<file path="config.mk">
export PLATFORM = sky130hd
export DESIGN_NAME = full_subtractor_3
export DESIGN_NICKNAME = d
export VERILOG_FILES = /design/src/rtl/full_subtractor_3_pkg.sv /design/src/rtl/full_subtractor_cell.sv /design/src/rtl/full_subtractor_3.sv
export SDC_FILE = /design/constraint.sdc
export NUM_CORES = 1
export LEC_CHECK = 0
export ABC_AREA = 1
export CORE_AREA = 2 2 39 41
export CTS_CLUSTER_SIZE = 20
export DETAILED_ROUTE_END_ITERATION = 7
export DIE_AREA = 0 0 41 43
export PLACE_DENSITY = 0.34
export SYNTH_ARGS = -nofsm -noshare
export SYNTH_HDL_FRONTEND = slang
export SYNTH_SLANG_ARGS = --single-unit
export TNS_END_PERCENT = 100
</file>
<file path="constraint.sdc">
create_clock -name clk -period 0.8 [get_ports clk]
set_input_delay 0.16 -clock clk [delete_from_list [all_inputs] [get_ports clk]]
set_output_delay 0.16 -clock clk [all_outputs]
set_load 0.05 [all_outputs]
</file>
<file path="src/rtl/full_subtractor_3_pkg.sv">
// Shared types and the single-bit subtract function for the full_subtractor_3 slice.
package full_subtractor_3_pkg;

    typedef struct packed {
        logic d;
        logic b;
    } fs_result_t;

    // One-bit x - y - z: difference and borrow-out.
    function automatic fs_result_t fs_eval(input logic x, input logic y, input logic z);
        fs_result_t r;
        r.d = x ^ y ^ z;
        r.b = (~x & y) | (~x & z) | (y & z);
        return r;
    endfunction

endpackage

</file>
<file path="src/rtl/full_subtractor_cell.sv">
// Combinational one-bit full subtractor lane.
module full_subtractor_cell
    import full_subtractor_3_pkg::*;
(
    input  logic x,
    input  logic y,
    input  logic z,
    output logic d,
    output logic b
);

    fs_result_t res;

    always_comb begin
        res = fs_eval(x, y, z);
    end

    assign d = res.d;
    assign b = res.b;

endmodule

</file>
<file path="src/rtl/full_subtractor_3.sv">
// WIDTH independent registered full-subtractor lanes with a tracking valid strobe.
module full_subtractor_3
    import full_subtractor_3_pkg::*;
#(
    parameter int unsigned WIDTH = 1
) (
    input  logic             clk,
    input  logic             rst,
    input  logic             in_valid,
    input  logic [WIDTH-1:0] x,
    input  logic [WIDTH-1:0] y,
    input  logic [WIDTH-1:0] z,
    output logic [WIDTH-1:0] d,
    output logic [WIDTH-1:0] b,
    output logic             out_valid
);

    logic [WIDTH-1:0] d_c;
    logic [WIDTH-1:0] b_c;

    for (genvar i = 0; i < int'(WIDTH); i++) begin : g_lane
        full_subtractor_cell u_cell (
            .x (x[i]),
            .y (y[i]),
            .z (z[i]),
            .d (d_c[i]),
            .b (b_c[i])
        );
    end

    // Results update only on valid samples; out_valid follows in_valid every edge.
    always_ff @(posedge clk or posedge rst) begin
        if (rst) begin
            d         <= '0;
            b         <= '0;
            out_valid <= 1'b0;
        end else begin
            out_valid <= in_valid;
            if (in_valid) begin
                d <= d_c;
                b <= b_c;
            end
        end
    end

endmodule

</file>
==> load_flow_metrics.sql <==
INSERT INTO impl_metrics (metric_group, metric, value, unit) VALUES
('place', 'dp_hpwl', '209', 'um'),
('place', 'port_buffers', '8', ''),
('sta', 'pins_over_slew_limit', '0', ''),
('yosys', 'synth_simple_gate_area_share', '17.0', '%'),
('route', 'remaining_drc_errors', '0', ''),
('critical_path', 'critical_path_buf_inv_count', '1', ''),
('sta', 'finalCriticalPeriod', '956', 'ps'),
('cts', 'clockBufferDepth', '2', ''),
('power_and_ir_drop', 'vdd_ir_drop_max', '0.336', 'mV'),
('cts', 'cts_tree', 'built', ''),
('yosys', 'synth_top_family_by_area', 'simple AND/OR/NAND/NOR gates', ''),
('sta', 'finalHoldViolations', '0', ''),
('yosys', 'synth_cell_types', '4', ''),
('power_and_ir_drop', 'power_density', '2210', 'nW/um^2'),
('run', 'maxCapViolCount', '0', ''),
('route', 'antenna_violating_nets_post_route', '0', ''),
('die', 'floorplan.die_area', '1760', 'sq um'),
('yosys', 'postSynth.asyncResetShare', '100', '%'),
('critical_path', 'criticalPathCategory', 'reg -> out', ''),
('yosys', 'synth.mux.area_fraction', '0', '%'),
('sta', 'fin_skew', '0', 'ps'),
('yosys', 'synth_top_flop_cell', 'sky130_fd_sc_hd__dfrtp_1', ''),
('cts', 'worstSkewPairLatency', '230', 'ps'),
('yosys', 'edff_count_synth', '0', ''),
('layout', 'antenna_diode_count', '0', ''),
('yosys', 'post-synth-top-area-cell', 'sky130_fd_sc_hd__dfrtp_1', ''),
('route', 'wirelength', '265', 'um'),
('yosys', 'yosys.cell_count.top_type', 'sky130_fd_sc_hd__nand2_1', ''),
('critical_path', 'cp_top_family', 'flip-flops', ''),
('grt', 'grt_first_pass_wirelength', '448', 'um'),
('critical_path', 'startpoint_type', 'flop', ''),
('layout', 'fin_util', '20.5', '%'),
('yosys', 'yosys_register_bits', '3', ''),
('route', 'route.detailed.vias_per_inst', '2.88', ''),
('place', 'gp_congestion', '0.626', ''),
('yosys', 'number_of_nets_in_the_synthesized_netlist', '21', ''),
('sta', 'final_critical_path_setup_slack', '-156', 'ps'),
('yosys', 'netlist_area', '133', 'sq um'),
('power_and_ir_drop', 'leakage', '0.000143', 'uW'),
('layout', 'layout.cells.non_filler', '42', ''),
('critical_path', 'cpMaxStageDelayCell', 'sky130_fd_sc_hd__dfrtp_2', ''),
('grt', 'number_of_antenna_violations_at_the_first_check_in_global_routing', '0', ''),
('die', 'chipHeight', '43', 'um'),
('sta', 'final_setup_violations', '4', ''),
('layout', 'layout-drive-gt1-share', '50.0', '%'),
('yosys', 'netlist_top_cells_count', 'sky130_fd_sc_hd__nand2_1 (6), sky130_fd_sc_hd__inv_1 (4), sky130_fd_sc_hd__dfrtp_1 (3)', ''),
('place', 'place.detailed.instances', '38', ''),
('route', 'route.detailed.wl_per_inst', '6.31', 'um'),
('outcome', 'status', 'finished with violations', ''),
('route', 'dr.first_iter.drc_count', '1', ''),
('yosys', 'synth-compound-area-share', '0', '%'),
('grt', 'global_route.usage.total', '4.83', '%'),
('yosys', 'adder_cell_area_share_of_the_yosys_netlist', '15.1', '%'),
('critical_path', 'timing.critical_path.arrival', '800', 'ps'),
('sta', 'max_freq', '1050', 'MHz'),
('sta', 'unrepaired_setup_endpoints_after_global_routing', 'true', ''),
('sta', 'worst-slew-pin-transition', '130', 'ps'),
('cts', 'cts.htree.levels', '1', ''),
('yosys', 'yosysWarnings', '0', ''),
('route', 'drt_first_pass_iters', '2', ''),
('critical_path', 'end_kind', 'output pin', ''),
('outcome', 'violations', 'negative setup slack', ''),
('yosys', 'mean_instance_size_in_the_synthesized_netlist', '9.47', 'sq um'),
('die', 'placementRows', '14', ''),
('yosys', 'synth_xor_area_share', '0', '%'),
('yosys', 'ys_top_cells_by_area', 'sky130_fd_sc_hd__dfrtp_1 (57%), sky130_fd_sc_hd__nand2_1 (17%), sky130_fd_sc_hd__fa_1 (15%), sky130_fd_sc_hd__inv_1 (11%)', ''),
('die', 'effective_utilization_at_floorplan', '9.58', '%'),
('cts', 'register_clock_pin_slew_on_the_reported_worst_setup_and_hold_paths', '40', 'ps'),
('critical_path', 'cp_max_stage_delay', '410', 'ps'),
('critical_path', 'worstPathCellList', 'buf_12', ''),
('cts', 'ctsRootBufferMaster', 'sky130_fd_sc_hd__clkbuf_4', '');
==> path summary, 6_finish.rpt <==
kind	from	slack (ps)	cells after the start	end
worst min register to register	b$_DFFE_PP0P_	510	2	b$_DFFE_PP0P_
min in group clk	z	330	4	b$_DFFE_PP0P_
worst max-delay path	b$_DFFE_PP0P_	-160	1	b
max in group asynchronous	rst	560	2	b$_DFFE_PP0P_
worst min-delay path	rst	100	2	out_valid$_DFF_PP0_
worst max register to register	d$_DFFE_PP0P_	160	2	d$_DFFE_PP0P_
==> cell families after synthesis <==
logic type / count (synthesis)
DFF: 3
buffers and inverters: 4
adders and majority gates: 1
and+or+nand+nor: 6
==> per-stage QoR <==
step	instance area (sq um)	worst slack (ps)	TNS, ps	hold slack [ps]
2_1_floorplan	134	-110	-110	-86.4
6_report	284	-156	-441	101
5_1_grt	284	-175	-528	123
3_3_place_gp	264	-564	-1010	341
3_5_place_dp	264	-578	-1040	345
4_1_cts	290	-169	-596	101
==> final cells by class <==
| cell class | count | area [sq um] |
|---|---|---|
| clock buffers | 4 | 26.3 |
| fillers | 154 | 1100 |
| inverters | 4 | 15.0 |
| multi-input cells | 7 | 45.0 |
| flip-flops and latches | 3 | 76.3 |
| well taps | 16 | 20.0 |
| repair buffers | 8 | 101 |
==> what timing repair did <==
item	4_1_cts	5_1_grt
setup endpoints to repair	5	4
resized for setup	5	8
pin swaps	1	2
hold buffers	0	0
endpoints found under the hold margin	0	0
setup buffers	0	0
cloned	0	0
==> layer usage <==
layer / up-vias / wire (um) / GRT usage, % / share of wire [%]
li1: 61 / - / - / -
met1: 47 / 103 / 4.22 / 39
met2: 11 / 94 / 4.38 / 35
met3: 2 / 49 / 3.14 / 18
met4: 0 / 19 / 10.0 / 7.2
met5: - / 0 / 0 / 0
==> registers in the layout, summed over array words and instances (netlist names) <==
name       flops
b              1
d              1
out_valid      1
==> report_power, final <==
part           switching (uW)  internal (uW)
clock                    77.8            187
combinational            87.1           90.3
sequential               16.0            170
total                     181            447
==> cell usage in the layout, fill, tap and decap left out <==
cell,instances
sky130_fd_sc_hd__buf_12,3
sky130_fd_sc_hd__buf_6,1
sky130_fd_sc_hd__clkbuf_1,1
sky130_fd_sc_hd__clkbuf_2,2
sky130_fd_sc_hd__clkbuf_4,3
sky130_fd_sc_hd__clkdlybuf4s50_1,2
sky130_fd_sc_hd__dfrtp_1,2
sky130_fd_sc_hd__dfrtp_2,1
sky130_fd_sc_hd__fa_2,1
sky130_fd_sc_hd__inv_1,2
sky130_fd_sc_hd__inv_2,2
sky130_fd_sc_hd__nand2_1,6
Note: power is estimated with default switching activity, not from simulation.
